`config.mk`:
```
export PLATFORM = sky130hd
export DESIGN_NAME = ucode_memory_bank_flat
export DESIGN_NICKNAME = d
export VERILOG_FILES = /design/src/rtl/ucode_memory_bank_pkg.sv /design/src/rtl/ucode_memory_bank_if.sv /design/src/rtl/ucode_memory_bank_rd_stage.sv /design/src/rtl/ucode_memory_bank.sv /design/src/flat_wrapper.sv
export SDC_FILE = /design/constraint.sdc
export NUM_CORES = 2
export LEC_CHECK = 0
export ABC_AREA = 0
export CORE_MARGIN = 5
export CORE_UTILIZATION = 30
export CTS_CLUSTER_DIAMETER = 40
export DETAILED_ROUTE_END_ITERATION = 10
export GPL_TIMING_DRIVEN = 0
export PLACE_DENSITY = 0.45
export SKIP_LAST_GASP = 1
export SYNTH_ARGS = -nofsm -noshare
export SYNTH_HDL_FRONTEND = slang
export SYNTH_HIERARCHICAL = 1
export SYNTH_SLANG_ARGS = --single-unit
export TNS_END_PERCENT = 1
```
`constraint.sdc`:
```
create_clock -name clk_i -period 3 [get_ports clk_i]
set_clock_uncertainty 0.1 [all_clocks]
set_input_delay 0.3 -clock clk_i [delete_from_list [all_inputs] [get_ports clk_i]]
set_output_delay 0.3 -clock clk_i [all_outputs]
set_load 0.01 [all_outputs]
```
`src/rtl/ucode_memory_bank_pkg.sv`:
```
// Shared constants and types for the ucode memory bank.
//   DefaultDepth / DefaultDataWidth : default geometry of the store
//   ucode_mem_state_e               : bank FSM state (idle or clear sweep)
package pkg_ucode_mem;

   localparam int unsigned DefaultDepth     = 32;
   localparam int unsigned DefaultDataWidth = 32;

   typedef enum logic {
      StIdle  = 1'b0,
      StClear = 1'b1
   } ucode_mem_state_e;

endpackage

```
`src/rtl/ucode_memory_bank_if.sv`:
```
// Write (config) and read (sequencer) port bundle of the ucode memory bank.
//   wr_req_i/wr_addr_i/wr_data_i -> wr_gnt_o, wr_err_o         : write port
//   rd_req_i/rd_addr_i/rd_ready_i -> rd_gnt_o, rd_valid_o,
//                                    rd_data_o, rd_err_o        : read port
//   master : requester side, slave : memory side
interface ucode_memory_bank_if
   import pkg_ucode_mem::*;
#(
   parameter int unsigned DATA_WIDTH = DefaultDataWidth,
   parameter int unsigned ADDR_WIDTH = $clog2(DefaultDepth)
);

   logic                  wr_req_i;
   logic [ADDR_WIDTH-1:0] wr_addr_i;
   logic [DATA_WIDTH-1:0] wr_data_i;
   logic                  wr_gnt_o;
   logic                  wr_err_o;

   logic                  rd_req_i;
   logic [ADDR_WIDTH-1:0] rd_addr_i;
   logic                  rd_gnt_o;
   logic                  rd_valid_o;
   logic [DATA_WIDTH-1:0] rd_data_o;
   logic                  rd_err_o;
   logic                  rd_ready_i;

   modport master (
      output wr_req_i, wr_addr_i, wr_data_i, rd_req_i, rd_addr_i, rd_ready_i,
      input  wr_gnt_o, wr_err_o, rd_gnt_o, rd_valid_o, rd_data_o, rd_err_o
   );

   modport slave (
      input  wr_req_i, wr_addr_i, wr_data_i, rd_req_i, rd_addr_i, rd_ready_i,
      output wr_gnt_o, wr_err_o, rd_gnt_o, rd_valid_o, rd_data_o, rd_err_o
   );

endinterface

```
`src/rtl/ucode_memory_bank_rd_stage.sv`:
```
// Registered read output with valid/ready hold.
//   clk_i, rst_ni : clock, async active-low reset
//   i_load        : read granted this cycle, capture i_data/i_err
//   i_ready       : consumer takes the current output
//   i_data, i_err : next read data and out-of-range flag
//   o_valid, o_data, o_err : registered read result
module ucode_mem_rd_stage
   import pkg_ucode_mem::*;
#(
   parameter int unsigned DATA_WIDTH = DefaultDataWidth
) (
   input  logic                  clk_i,
   input  logic                  rst_ni,
   input  logic                  i_load,
   input  logic                  i_ready,
   input  logic [DATA_WIDTH-1:0] i_data,
   input  logic                  i_err,
   output logic                  o_valid,
   output logic [DATA_WIDTH-1:0] o_data,
   output logic                  o_err
);

   logic                  r_valid;
   logic [DATA_WIDTH-1:0] r_data;
   logic                  r_err;

   // Data and err only change on a new grant; a plain handshake just drops valid.
   always_ff @(posedge clk_i or negedge rst_ni) begin
      if (!rst_ni) begin
         r_valid <= 1'b0;
         r_data  <= '0;
         r_err   <= 1'b0;
      end else if (i_load) begin
         r_valid <= 1'b1;
         r_data  <= i_data;
         r_err   <= i_err;
      end else if (i_ready) begin
         r_valid <= 1'b0;
      end
   end

   assign o_valid = r_valid;
   assign o_data  = r_data;
   assign o_err   = r_err;

endmodule

```
`src/rtl/ucode_memory_bank.sv`:
```
// Microcode store for the ucode sequencer: flop array with a config write port,
// a 1-cycle-latency sequencer read port, write lock and a one-row-per-cycle
// clear sweep.
//   clk_i, rst_ni : clock, async active-low reset (zeroes all rows)
//   clear_i       : pulse, start clear sweep (ignored while sweeping)
//   lock_i        : level, granted writes are discarded and flagged
//   io_bus        : write/read handshake bundle (slave side)
//   busy_o        : clear sweep in progress
module ucode_memory_bank
   import pkg_ucode_mem::*;
#(
   parameter int unsigned DEPTH      = DefaultDepth,
   parameter int unsigned DATA_WIDTH = DefaultDataWidth,
   parameter int unsigned ADDR_WIDTH = $clog2(DEPTH)
) (
   input  logic                clk_i,
   input  logic                rst_ni,
   input  logic                clear_i,
   input  logic                lock_i,
   ucode_memory_bank_if.slave  io_bus,
   output logic                busy_o
);

   ucode_mem_state_e      r_state, w_state_d;
   logic [ADDR_WIDTH-1:0] r_cnt, w_cnt_d;
   logic [DATA_WIDTH-1:0] r_mem [DEPTH];
   logic                  r_wr_err;

   logic                  w_idle;
   logic                  w_wr_gnt, w_wr_ok, w_wr_in_range;
   logic                  w_rd_gnt, w_rd_in_range, w_rd_err_d;
   logic [DATA_WIDTH-1:0] w_rd_data_d;

   always_comb begin
      w_state_d = r_state;
      w_cnt_d   = r_cnt;
      case (r_state)
         StIdle: begin
            if (clear_i) begin
               w_state_d = StClear;
               w_cnt_d   = '0;
            end
         end
         StClear: begin
            if (r_cnt == ADDR_WIDTH'(DEPTH - 1)) begin
               w_state_d = StIdle;
               w_cnt_d   = '0;
            end else begin
               w_cnt_d = r_cnt + ADDR_WIDTH'(1);
            end
         end
      endcase
   end

   always_ff @(posedge clk_i or negedge rst_ni) begin
      if (!rst_ni) begin
         r_state  <= StIdle;
         r_cnt    <= '0;
         r_wr_err <= 1'b0;
      end else begin
         r_state  <= w_state_d;
         r_cnt    <= w_cnt_d;
         r_wr_err <= w_wr_gnt & ~w_wr_ok;
      end
   end

   assign w_idle        = (r_state == StIdle);
   assign w_wr_in_range = (32'(io_bus.wr_addr_i) < DEPTH);
   assign w_rd_in_range = (32'(io_bus.rd_addr_i) < DEPTH);
   assign w_wr_gnt      = io_bus.wr_req_i & w_idle;
   assign w_wr_ok       = w_wr_gnt & ~lock_i & w_wr_in_range;
   // A stalled output blocks new reads unless the consumer drains it this cycle.
   assign w_rd_gnt      = io_bus.rd_req_i & w_idle & (~io_bus.rd_valid_o | io_bus.rd_ready_i);

   always_ff @(posedge clk_i or negedge rst_ni) begin
      if (!rst_ni) begin
         for (int unsigned i = 0; i < DEPTH; i++) begin
            r_mem[i] <= '0;
         end
      end else if (r_state == StClear) begin
         r_mem[r_cnt] <= '0;
      end else if (w_wr_ok) begin
         r_mem[io_bus.wr_addr_i] <= io_bus.wr_data_i;
      end
   end

   // Write-first: an accepted write to the row being read is forwarded.
   always_comb begin
      w_rd_data_d = '0;
      w_rd_err_d  = 1'b0;
      if (!w_rd_in_range) begin
         w_rd_err_d = 1'b1;
      end else if (w_wr_ok && (io_bus.wr_addr_i == io_bus.rd_addr_i)) begin
         w_rd_data_d = io_bus.wr_data_i;
      end else begin
         w_rd_data_d = r_mem[io_bus.rd_addr_i];
      end
   end

   ucode_mem_rd_stage #(
      .DATA_WIDTH (DATA_WIDTH)
   ) u_rd_stage (
      .clk_i   (clk_i),
      .rst_ni  (rst_ni),
      .i_load  (w_rd_gnt),
      .i_ready (io_bus.rd_ready_i),
      .i_data  (w_rd_data_d),
      .i_err   (w_rd_err_d),
      .o_valid (io_bus.rd_valid_o),
      .o_data  (io_bus.rd_data_o),
      .o_err   (io_bus.rd_err_o)
   );

   assign io_bus.wr_gnt_o = w_wr_gnt;
   assign io_bus.wr_err_o = r_wr_err;
   assign io_bus.rd_gnt_o = w_rd_gnt;
   assign busy_o          = (r_state == StClear);

endmodule

```
`src/flat_wrapper.sv`:
```
// flat-port wrapper written by rule: the top's interface ports become plain ports
module ucode_memory_bank_flat import pkg_ucode_mem::*;
#(
   parameter int unsigned DEPTH      = DefaultDepth,
   parameter int unsigned DATA_WIDTH = DefaultDataWidth,
   parameter int unsigned ADDR_WIDTH = $clog2(DEPTH)
)
  (clk_i, rst_ni, clear_i, lock_i, busy_o, io_bus_wr_req_i, io_bus_wr_addr_i, io_bus_wr_data_i, io_bus_rd_req_i, io_bus_rd_addr_i, io_bus_rd_ready_i, io_bus_wr_gnt_o, io_bus_wr_err_o, io_bus_rd_gnt_o, io_bus_rd_valid_o, io_bus_rd_data_o, io_bus_rd_err_o);
  ucode_memory_bank_if #(.DATA_WIDTH(DATA_WIDTH), .ADDR_WIDTH(ADDR_WIDTH)) io_bus_i ();
  input  logic clk_i;
  input  logic rst_ni;
  input  logic clear_i;
  input  logic lock_i;
  output logic busy_o;
  input wire logic [$bits(io_bus_i.wr_req_i)-1:0] io_bus_wr_req_i;
  input wire logic [$bits(io_bus_i.wr_addr_i)-1:0] io_bus_wr_addr_i;
  input wire logic [$bits(io_bus_i.wr_data_i)-1:0] io_bus_wr_data_i;
  input wire logic [$bits(io_bus_i.rd_req_i)-1:0] io_bus_rd_req_i;
  input wire logic [$bits(io_bus_i.rd_addr_i)-1:0] io_bus_rd_addr_i;
  input wire logic [$bits(io_bus_i.rd_ready_i)-1:0] io_bus_rd_ready_i;
  output wire logic [$bits(io_bus_i.wr_gnt_o)-1:0] io_bus_wr_gnt_o;
  output wire logic [$bits(io_bus_i.wr_err_o)-1:0] io_bus_wr_err_o;
  output wire logic [$bits(io_bus_i.rd_gnt_o)-1:0] io_bus_rd_gnt_o;
  output wire logic [$bits(io_bus_i.rd_valid_o)-1:0] io_bus_rd_valid_o;
  output wire logic [$bits(io_bus_i.rd_data_o)-1:0] io_bus_rd_data_o;
  output wire logic [$bits(io_bus_i.rd_err_o)-1:0] io_bus_rd_err_o;
  assign io_bus_i.wr_req_i = io_bus_wr_req_i;
  assign io_bus_i.wr_addr_i = io_bus_wr_addr_i;
  assign io_bus_i.wr_data_i = io_bus_wr_data_i;
  assign io_bus_i.rd_req_i = io_bus_rd_req_i;
  assign io_bus_i.rd_addr_i = io_bus_rd_addr_i;
  assign io_bus_i.rd_ready_i = io_bus_rd_ready_i;
  assign io_bus_wr_gnt_o = io_bus_i.wr_gnt_o;
  assign io_bus_wr_err_o = io_bus_i.wr_err_o;
  assign io_bus_rd_gnt_o = io_bus_i.rd_gnt_o;
  assign io_bus_rd_valid_o = io_bus_i.rd_valid_o;
  assign io_bus_rd_data_o = io_bus_i.rd_data_o;
  assign io_bus_rd_err_o = io_bus_i.rd_err_o;
  ucode_memory_bank #(.DEPTH(DEPTH), .DATA_WIDTH(DATA_WIDTH), .ADDR_WIDTH(ADDR_WIDTH)) u_core (.clk_i(clk_i), .rst_ni(rst_ni), .clear_i(clear_i), .lock_i(lock_i), .io_bus(io_bus_i), .busy_o(busy_o));
endmodule
```
==> flow_metrics.py <==
metrics = {
    "outcome": {
        "status": "complete, but fails checks",
        "violations": "capacitance limit, slew limit, setup timing",
    },
    "synthesis": {
        "synthArstFlopShare_pct": 100,
        "synth_seq_cells": 1065,
        "yosysTopAreaCellShare_pct": 57.2,
        "yosysSeqAreaShare_pct": 57.2,
        "yosys_warnings": 6,
        "synth_cells": 3178,
        "synth_area_um2": 46600,
        "synth_top_cells_by_area": "dfrtp_1 (57%), a22o_1 (20%), mux4_2 (12%), clkbuf_1 (2.0%), buf_2 (1.5%)",
        "avgSynthCellArea_um2": 14.7,
        "yosysMostFrequentCell": "dfrtp_1",
        "synth_edf_count": 0,
        "ys.flop_type": "dfrtp_1",
        "ys_types": 46,
        "syn-num-nets": 3232,
        "yosysTopAreaCell": "dfrtp_1",
        "ys_top_cells_by_count": "dfrtp_1 (1065), a22o_1 (1055), mux4_2 (257)",
    },
    "worst_setup_path": {
        "r2r_cells": 6,
        "setup.worst_path.end": "u_core/u_rd_stage/o_data[26]$_DFFE_PN0P_",
        "critical_path.max_stage_delay_ns": 1.14,
        "cp.arrival_ns": 3.90,
        "end_kind": "register",
        "cp_slowest_cell": "clkbuf_1",
        "startpoint": "io_bus_rd_addr_i[3]",
        "worstPathMaxFanout": 10,
        "crit_chain": "clkdlybuf4s50_1 -> or3_1 -> buf_1 -> clkbuf_1 -> o22ai_2 -> a211oi_1 -> a22o_1 -> mux2_4",
        "reg2reg_slack_ns": -0.25,
        "crit_type": "in2reg",
        "worstReg2RegStart": "u_core/busy_o$_DFF_PN0_",
        "r2r_end": "u_core/r_mem[386]$_DFFE_PN0P_",
        "cp-start-kind": "input port",
        "required_ns": 3.64,
    },
    "timing": {
        "tightest_slew_ns": 1.58,
        "finalCritPeriodShare_pct": 109,
        "hold_viol": 0,
        "slew_headroom_pct": -5.95,
        "holdWs_ns": 0.0479,
        "slew_violations": 16,
        "tns_ns": -70.81,
        "clock.fmax_mhz": 307,
        "rsz0062_at_grt": "yes",
        "setup_viol_count_final": 655,
        "period_minus_slack_ns": 3.26,
        "worst_slack_ns": -0.255,
    },
    "detailed_routing": {
        "ant_nets": 0,
        "post-route-drc-count": 0,
        "wirelength_um": 189000,
        "drtIter0Drc": 3204,
        "routedWlPerCell_um": 33.5,
        "dr_total_vias": 32796,
        "firstDrtPassIters": 5,
        "via_per_inst": 5.81,
    },
    "die": {
        "die_y_um": 404,
        "die_x_um": 404,
        "rows": 144,
        "dieArea_um2": 163000,
        "initial_core_util_pct": 30.2,
        "coreArea_um2": 154000,
        "io_pins": 87,
    },
    "placed_design": {
        "hpwl_um": 134000,
        "gp_congestion": 0.892,
        "dp.cells": 5279,
        "portBuffers": 47,
    },
    "clock_network": {
        "cts_sinks": 1065,
        "numCtsBuffers": 177,
        "h-tree-depth": 4,
        "insertion_delay_ns": 0.80,
        "cts_root_buffer": "clkbuf_16",
        "clkTransAtPathRegs_ns": 0.05,
        "cts_tree": "done",
        "cts_buffer_depth": 3,
    },
    "grt": {
        "grt_pass1_wl_um": 267000,
        "overflow": 0,
        "grt_pass1_vias": 33453,
        "track_usage_pct": 22.9,
        "grt_max_degree": 168,
        "antenna_found_initial": 12,
    },
    "power": {
        "p_clk_share_pct": 48.6,
        "p_per_area_nw_per_um2": 789,
        "p_comb_share_pct": 14.3,
        "power_frac_seq_pct": 37.1,
        "p_int_mw": 32.3,
        "p_total_mw": 44.9,
        "ir_drop_v": 0.000511,
        "power.leakage_nw": 25.7,
        "swShare_pct": 28.1,
        "p_sw_mw": 12.6,
    },
    "run": {
        "max-cap-violations": 2,
    },
    "min_path": {
        "hold_path_class": "in2async",
    },
    "final_layout": {
        "final_nets": 3498,
        "fin_util_pct": 36.9,
        "final_layout_size_suffix_gt1_share_pct": 24.1,
        "area_growth_pct": 22.1,
        "fin_cells": 5643,
    },
}
## layer usage
layer	global-route usage [%]	share of wire [%]
met3	6.08	7.7
met5	0	0
met1	31.8	44
met4	7.88	3.5
met2	34.7	45
## repair_timing
item | CTS | global route
setup buffers | 3 | 0
resized for setup | 71 | 10
pin swaps | 4 | 0
hold buffers | 27 | 0
endpoints found under the setup margin | 997 | 869
hold endpoints to repair | 394 | 0
## logic make-up (layout without fill, tap and decap cells)
family	after synthesis	after routing	synth area share [%]
flops	1065	1065	57.2
buf+inv	447	866	4.12
other cells	1	3	0.00805
simple gates	79	79	1.41
fa+ha+maj	5	5	0.134
compound gates	1222	1222	22.2
mux	352	352	14.8
xor+xnor	7	7	0.132
## worst min path at each step
stage | from | end | slack (ns) | cells past startpoint
after floorplan | rst_ni | u_core/busy_o$_DFF_PN0_ | -0.1 | 0
after global placement | u_core/r_mem[357]$_DFFE_PN0P_ | u_core/r_mem[357]$_DFFE_PN0P_ | 0.38 | 1
after detailed placement | rst_ni | u_core/r_mem[235]$_DFFE_PN0P_ | 0.11 | 1
after CTS | io_bus_wr_data_i[26] | u_core/r_mem[954]$_DFFE_PN0P_ | 0.02 | 2
after global routing | rst_ni | u_core/r_mem[244]$_DFFE_PN0P_ | 0.06 | 3
final | rst_ni | u_core/r_mem[235]$_DFFE_PN0P_ | 0.05 | 3
## placed cells by master, fill, tap and decap left out, types with 4 or more instances in the layout
| master | synthesis | routed |
|---|---|---|
| o22ai_2 | 0 | 5 |
| bufinv_16 | 0 | 28 |
| mux2i_2 | 0 | 5 |
| clkbuf_16 | 0 | 178 |
| buf_4 | 0 | 12 |
| clkbuf_2 | 1 | 22 |
| mux2_2 | 4 | 4 |
| clkdlybuf4s50_1 | 0 | 45 |
| mux2i_1 | 62 | 54 |
| buf_2 | 143 | 135 |
| xor2_1 | 5 | 5 |
| buf_1 | 37 | 35 |
| dlygate4sd3_1 | 0 | 26 |
| nor3_4 | 10 | 16 |
| a211oi_1 | 31 | 31 |
| nor3_2 | 15 | 18 |
| clkbuf_8 | 0 | 18 |
| clkinv_2 | 0 | 22 |
| a21oi_2 | 8 | 20 |
| inv_1 | 8 | 8 |
| a22o_1 | 1055 | 1055 |
| inv_16 | 0 | 5 |
| dfrtp_1 | 1065 | 1064 |
| inv_6 | 0 | 19 |
| a22oi_1 | 34 | 34 |
| clkinv_4 | 0 | 16 |
| buf_16 | 0 | 9 |
| nor2b_1 | 4 | 4 |
| mux4_2 | 257 | 257 |
| clkbuf_1 | 253 | 249 |
| mux2_4 | 29 | 29 |
| ha_1 | 5 | 5 |
| and3_1 | 5 | 5 |
| nand3b_1 | 5 | 5 |
| a21oi_1 | 24 | 12 |
| o22ai_1 | 62 | 57 |
| and2_1 | 6 | 6 |
| clkinvlp_4 | 0 | 20 |
| buf_6 | 2 | 6 |
## registers in the layout, summed over array words and instances (netlist names)
| signal | cells |
|---|---|
| u_core/busy_o | 1 |
| u_core/io_bus.wr_err_o | 1 |
| u_core/r_cnt | 5 |
| u_core/r_mem | 1024 |
| u_core/u_rd_stage/o_data | 32 |
| u_core/u_rd_stage/o_err | 1 |
| u_core/u_rd_stage/o_valid | 1 |
## power groups by stage
stage | logic, mW | registers (mW) | clock network (mW)
after floorplan | 3.51 | 16.6 | 0
after global placement | 6.05 | 16.9 | 0
after detailed placement | 6.26 | 16.8 | 0
after CTS | 6.37 | 16.6 | 22.2
after global routing | 6.74 | 16.8 | 22.8
final | 6.41 | 16.6 | 21.8
## critical path: cells and delay by family
family                 cells  cell delay (ns)
AOI/OAI and AO/OA          3             1.12
buffers and inverters      3             2.06
muxes                      1             0.22
and+or+nand+nor            1             0.18
## area by class of cell
class | instances | area, um^2
diodes | 2 | 5.00
inverters | 8 | 30.0
fillers | 14749 | 97300
flip-flops and latches | 1065 | 26700
well taps | 2044 | 2560
clock buffers | 216 | 4780
clock inverters | 116 | 1630
multi-input cells | 1666 | 18300
repair buffers | 87 | 1020
plain buffers | 439 | 1960
## through the flow
stage | cell area [um^2] | worst slack [ns]
floorplan | 46600 | 0.620
global route | 56900 | -0.222
global placement | 49600 | -49.58
detailed placement | 49900 | -2.14
CTS | 56900 | -0.294
finish | 56900 | -0.255
Note: power is estimated with default switching activity, not from simulation.
